`config.mk`:
```
export PLATFORM = sky130hd
export DESIGN_NAME = logic_unit_pipe
export DESIGN_NICKNAME = d
export VERILOG_FILES = /design/src/rtl/logic_unit_pkg.sv /design/src/rtl/logic_unit_core.sv /design/src/rtl/logic_unit_pipe.sv
export SDC_FILE = /design/constraint.sdc
export NUM_CORES = 1
export LEC_CHECK = 0
export ABC_AREA = 1
export BUFFER_PORTS_ARGS = -buffer_cell sky130_fd_sc_hd__buf_2
export CAP_MARGIN = 20
export CORE_ASPECT_RATIO = 0.7
export CORE_MARGIN = 1.5
export CORE_UTILIZATION = 59
export DETAILED_ROUTE_END_ITERATION = 10
export PLACE_DENSITY = 0.84
export SYNTH_ARGS = -nofsm -noshare
export SYNTH_HDL_FRONTEND = slang
export SYNTH_SLANG_ARGS = --single-unit
```
`constraint.sdc`:
```
create_clock -name clk -period 2.3 [get_ports clk]
set_input_delay 0.115 -clock clk [delete_from_list [all_inputs] [get_ports clk]]
set_output_delay 0.115 -clock clk [all_outputs]
set_load 0.05 [all_outputs]
```
`src/rtl/logic_unit_pkg.sv`:
```
// ---------------------------------------------------------------------------
// logic_unit_pkg
//
// Purpose:
//   Shared definitions for the registered bitwise logic unit. These cover the
//   opcode encoding, the opcode width, and a helper that classifies the
//   opcodes that touch the accumulator.
//
// Contents:
//   OP_W              opcode width (fixed at 3)
//   OP_AND..OP_ACC_LOAD  opcode values
//   is_acc_op()       1 for opcodes that write the accumulator
// ---------------------------------------------------------------------------
package logic_unit_pkg;

  localparam int OP_W = 3;

  localparam logic [OP_W-1:0] OP_AND      = 3'd0;
  localparam logic [OP_W-1:0] OP_OR       = 3'd1;
  localparam logic [OP_W-1:0] OP_XOR      = 3'd2;
  localparam logic [OP_W-1:0] OP_NAND     = 3'd3;
  localparam logic [OP_W-1:0] OP_NOR      = 3'd4;
  localparam logic [OP_W-1:0] OP_XNOR     = 3'd5;
  localparam logic [OP_W-1:0] OP_ACC_OR   = 3'd6;
  localparam logic [OP_W-1:0] OP_ACC_LOAD = 3'd7;

  // Only the two accumulator opcodes may update acc_q. Every other opcode
  // leaves the accumulator untouched.
  function automatic logic is_acc_op(input logic [OP_W-1:0] op);
    return (op == OP_ACC_OR) || (op == OP_ACC_LOAD);
  endfunction

endpackage : logic_unit_pkg

```
`src/rtl/logic_unit_core.sv`:
```
// ---------------------------------------------------------------------------
// logic_unit_core
//
// Purpose:
//   Purely combinational datapath of the logic unit. It computes the result
//   for one opcode, along with the accumulator's next value and its write
//   enable. It contains no state. The enclosing pipe decides whether the
//   result is actually captured.
//
// Parameters:
//   WIDTH     operand/result width (>=1)
//
// Ports:
//   op        in   OP_W   opcode
//   a, b      in   WIDTH  operands
//   acc       in   WIDTH  current accumulator value
//   y         out  WIDTH  result for this opcode
//   acc_next  out  WIDTH  accumulator value to store when acc_we=1
//   acc_we    out  1      opcode writes the accumulator
// ---------------------------------------------------------------------------
module logic_unit_core
  import logic_unit_pkg::*;
#(
  parameter int WIDTH = 8
) (
  input  logic [OP_W-1:0]  op,
  input  logic [WIDTH-1:0] a,
  input  logic [WIDTH-1:0] b,
  input  logic [WIDTH-1:0] acc,
  output logic [WIDTH-1:0] y,
  output logic [WIDTH-1:0] acc_next,
  output logic             acc_we
);

  // All operations are bitwise at WIDTH. The inverting ops flip every bit,
  // so no carries or partial widths are involved.
  always_comb begin
    y        = '0;
    acc_next = acc;
    acc_we   = is_acc_op(op);
    case (op)
      OP_AND:      y = a & b;
      OP_OR:       y = a | b;
      OP_XOR:      y = a ^ b;
      OP_NAND:     y = ~(a & b);
      OP_NOR:      y = ~(a | b);
      OP_XNOR:     y = ~(a ^ b);
      OP_ACC_OR: begin
        y        = acc | a | b;
        acc_next = acc | a | b;
      end
      OP_ACC_LOAD: begin
        // Operand b is deliberately ignored when loading the accumulator.
        y        = a;
        acc_next = a;
      end
      default: begin
        y        = '0;
        acc_next = acc;
      end
    endcase
  end

endmodule : logic_unit_core

```
`src/rtl/logic_unit_pipe.sv`:
```
// ---------------------------------------------------------------------------
// logic_unit_pipe
//
// Purpose:
//   Registered N-bit bitwise logic unit with a valid/ready handshake and a
//   single output register stage. It sustains one beat per cycle while
//   out_ready is high. It selects one of six bitwise ops, or an OR-accumulate
//   or accumulator-load operation, for each transaction.
//
// Optional feature (macro LOGIC_UNIT_FLAGS_EN):
//   When this macro is defined, registered status outputs out_zero
//   (out_y == 0) and out_parity (XOR-reduce of out_y) are added.
//
// Parameters:
//   WIDTH      operand/result width (>=1)
//   OP_W       opcode width (fixed at 3)
//
// Ports:
//   clk        in   1      rising-edge clock
//   rst_n      in   1      asynchronous active-low reset
//   in_valid   in   1      operand beat valid
//   in_ready   out  1      unit can accept a beat this cycle
//   in_op      in   OP_W   opcode, sampled with operands
//   in_a       in   WIDTH  operand A
//   in_b       in   WIDTH  operand B
//   out_valid  out  1      result register holds a valid beat
//   out_ready  in   1      downstream accepts result
//   out_y      out  WIDTH  registered result
//   acc_q      out  WIDTH  current accumulator value
//   out_zero   out  1      (LOGIC_UNIT_FLAGS_EN) out_y == 0
//   out_parity out  1      (LOGIC_UNIT_FLAGS_EN) ^out_y
// ---------------------------------------------------------------------------
module logic_unit_pipe
  import logic_unit_pkg::*;
#(
  parameter int WIDTH = 8,
  parameter int OP_W  = 3
) (
  input  logic             clk,
  input  logic             rst_n,
  input  logic             in_valid,
  output logic             in_ready,
  input  logic [OP_W-1:0]  in_op,
  input  logic [WIDTH-1:0] in_a,
  input  logic [WIDTH-1:0] in_b,
  output logic             out_valid,
  input  logic             out_ready,
  output logic [WIDTH-1:0] out_y,
  output logic [WIDTH-1:0] acc_q
`ifdef LOGIC_UNIT_FLAGS_EN
  ,
  output logic             out_zero,
  output logic             out_parity
`endif
);

  logic             fire;
  logic             retire;

  logic             out_valid_q;
  logic             out_valid_d;
  logic [WIDTH-1:0] out_y_q;
  logic [WIDTH-1:0] out_y_d;
  logic [WIDTH-1:0] acc_d;

  logic [WIDTH-1:0] core_y;
  logic [WIDTH-1:0] core_acc_next;
  logic             core_acc_we;

  // The unit can accept a beat whenever the slot is empty or is being drained
  // this cycle. This gives full throughput under continuous out_ready.
  assign in_ready = !out_valid_q || out_ready;
  assign fire     = in_valid && in_ready;
  assign retire   = out_valid_q && out_ready;

  logic_unit_core #(
    .WIDTH (WIDTH)
  ) u_core (
    .op       (in_op),
    .a        (in_a),
    .b        (in_b),
    .acc      (acc_q),
    .y        (core_y),
    .acc_next (core_acc_next),
    .acc_we   (core_acc_we)
  );

  // Next-state selection. The core's outputs are only used under fire. This
  // keeps X or garbage on idle operand inputs out of the registers.
  always_comb begin
    out_valid_d = out_valid_q;
    out_y_d     = out_y_q;
    acc_d       = acc_q;
    if (fire) begin
      out_valid_d = 1'b1;
      out_y_d     = core_y;
      if (core_acc_we) begin
        acc_d = core_acc_next;
      end
    end else if (retire) begin
      out_valid_d = 1'b0;
    end
  end

  always_ff @(posedge clk or negedge rst_n) begin
    if (!rst_n) begin
      out_valid_q <= 1'b0;
      out_y_q     <= '0;
      acc_q       <= '0;
    end else begin
      out_valid_q <= out_valid_d;
      out_y_q     <= out_y_d;
      acc_q       <= acc_d;
    end
  end

  assign out_valid = out_valid_q;
  assign out_y     = out_y_q;

`ifdef LOGIC_UNIT_FLAGS_EN
  logic out_zero_q;
  logic out_zero_d;
  logic out_parity_q;
  logic out_parity_d;

  // The flags are computed from the incoming result rather than from out_y_q.
  // This makes them change on the same edge as out_y and hold with it.
  always_comb begin
    out_zero_d   = out_zero_q;
    out_parity_d = out_parity_q;
    if (fire) begin
      out_zero_d   = (core_y == '0);
      out_parity_d = ^core_y;
    end
  end

  // The reset values describe the cleared result (all zeros): zero=1, parity=0.
  always_ff @(posedge clk or negedge rst_n) begin
    if (!rst_n) begin
      out_zero_q   <= 1'b1;
      out_parity_q <= 1'b0;
    end else begin
      out_zero_q   <= out_zero_d;
      out_parity_q <= out_parity_d;
    end
  end

  assign out_zero   = out_zero_q;
  assign out_parity = out_parity_q;
`else
  // The status flags are not built in this configuration.
`endif

endmodule : logic_unit_pipe

```
==> impl_metrics.csv <==
group,metric,value,unit
synth,synth.area.top_cells,"dfrtp_1, nand2_1, inv_1",
pwr,p_leak,1.30,nW
timing,timing.clock.skew,14.2,ps
critical_path,cp_data_arrival_time,1860,ps
cts,numClockSinks,17,
timing,fin_ws,598,ps
critical_path,worst-path-max-fanout,12,
synth,syn_inst,285,
placement,routabilityCongestion,0.896,
die,row_count,16,
synth,yosysWarnings,0,
pwr,p_per_area,582,nW/um2
hold_path,holdPathStages,4,
timing,finalCritPeriodShare,0.740,
final_layout,seq_area,425,um2
final_layout,n_antenna_cell,0,
placement,post-place-ws,638,ps
critical_path,crit_type,"reg2reg",
cts,clk_pin_slew,80,ps
route,wl_per_cell,12.5,um
cts,cts.repair.resized,0,
route,via_per_inst,5.19,
global_route,grt_pass1_wl,7320,um
cts,insertion_delay,260,ps
route,postRouteAntennaNets,0,
route,num_vias,1869,
route,wl,4520,um
cts,clockBufferDepth,2,
synth,ys_seq_area_frac,0.239,
outcome,outcome,"complete, no violations",
synth,synth.net_count,324,
die,initial_core_util,0.626,
global_route,grt_max_degree,20,
synth,synth_cell_types,24,
die,ios,41,
die,die-area,3360,um2
critical_path,startpoint_type,"register",
critical_path,r2r_slack,600,ps
global_route,grt-ovfl-total,0,
final_layout,mostFrequentLayoutCell,"nand2_1",
cts,cts-root-buf,"clkbuf_8",
timing,slew_headroom,0.675,
final_layout,final.fill_count,253,
synth,synth_top_area_frac,0.239,
synth,synth_top_cell_by_area,"dfrtp_1",
timing,setup_viol,0,
hold_path,hold_path.startpoint,"out_ready",
cts,post_cts_buffers,0,
hold_path,min_to,"out_valid",
cts,numCtsBuffers,3,
critical_path,critPathRequiredTime,2460,ps
critical_path,rr_worst_depth,6,
global_route,grt_pass1_vias,1635,
placement,io_buffers,40,
timing,fmax,587,MHz
die,coreArea,2840,um2
synth,syn_avg_cell_area,6.25,um2
cts,htree_levels,1,
route,remaining_drc_errors,0,
timing,setup_tns,0,ps
route,firstDrtPassIters,4,
pwr,power,0.00119,W
critical_path,critPathCaptureType,"register",
global_route,antenna_found_initial,0,
critical_path,rr_endpoint,"acc_q[0]",
final_layout,nets,364,
timing,fin_crit,1700,ps
global_route,grt_usage,0.288,
hold_path,hold_class,"in2reg",
run,max_cap_violations,0,
die,die_w,68.7,um
synth,syn_area,1780,um2
final_layout,layout_common_cells,"nand2_1, inv_1, buf_2",
final_layout,area_growth,14.9,%
critical_path,rr_startpoint,"out_valid",
synth,ys_ff_latch,17,
final_layout,multi_input_area,1080,um2
timing,timing.final.max_slew_violations,0,
final_layout,drive_above_1_share,0.185,
placement,dp_hpwl,3150,um
cts,cts_tree,"built",
die,die-height,49.0,um
timing,hold_viol,0,
pwr,ir_worst_vdd,338,uV
timing,tightest_slew,486,ps
timing,rsz0062_at_grt,"false",
route,initialDrtViolationCount,135,
## worst max-delay path by stage
stage,from,end,slack (ps),depth (start not counted)
after floorplan,out_valid,acc_q[3],490,5
after global placement,out_valid,acc_q[0],750,6
after detailed placement,out_valid,acc_q[0],640,6
after CTS,out_valid,acc_q[0],620,6
after global routing,out_valid,acc_q[0],480,6
final,out_valid,acc_q[0],600,6
## critical path, cell delays in order, from the launching register on
cell and delay [ps]:
dfrtp_1 380, nand2_1 100, nand2_1 310, nor2_2 380, buf_4 240, nand3_1 80
o211a_1 120
## cells in the mapped netlist, drive strengths merged
master	number
buf	5
clkbuf	3
dfrtp	17
ha	16
inv	59
nand2	97
nand3	26
nand4	8
nor2	28
o211a	1
o211ai	7
o21a	1
o21ai	17
## through the flow
stage | util | hold slack [ps] | instance area [um2] | instances
2_1_floorplan | - | -181 | 1780 | 285
3_3_place_gp | 0.700 | 65.7 | 1990 | 355
3_5_place_dp | 0.700 | 70.7 | 1990 | 355
4_1_cts | 0.720 | 129 | 2050 | 360
5_1_grt | 0.720 | 179 | 2050 | 360
6_report | 0.720 | 126 | 2050 | 360
## layout make-up
class,count,share of cell area
Tap cell,36,0.0220
Inverter,59,0.109
Multi-Input combinational cell,201,0.528
Timing Repair Buffer,43,0.110
Clock buffer,3,0.0202
Sequential cell,17,0.208
Clock inverter,1,0.00245
## power by group
part | switching [W] | internal, W
registers | 0.0000361 | 0.000356
clock network | 0.000115 | 0.000121
logic | 0.000420 | 0.000143
## logic make-up (layout without fill, tap and decap cells)
kind of cell,after synthesis,count (layout),share of synthesized area
AND/OR/NAND/NOR,159,159,0.407
buffers and inverters,67,106,0.155
AO/OA/AOI/OAI,26,26,0.0871
flip-flops,17,17,0.239
adder cells (fa/ha/maj),16,16,0.112
## what timing repair did
action | in CTS | in global routing
hold endpoints to repair | 17 | 0
endpoints found under the setup margin | 0 | 0
hold buffers | 1 | 0
## registers in the layout, indices dropped and copies added, names as in the netlist
register and cells:
acc_q 8, out_y 8, out_valid 1
## per-layer routing
metal | wire length [um] | global-route usage | up-vias
met1 | 2120 | 0.417 | 842
met4 | 31 | 0.0700 | 0
li1 | - | - | 957
met3 | 305 | 0.0554 | 4
met2 | 2050 | 0.438 | 66
met5 | 0 | 0 | -
No activity file was read; power rests on OpenSTA's default activity.
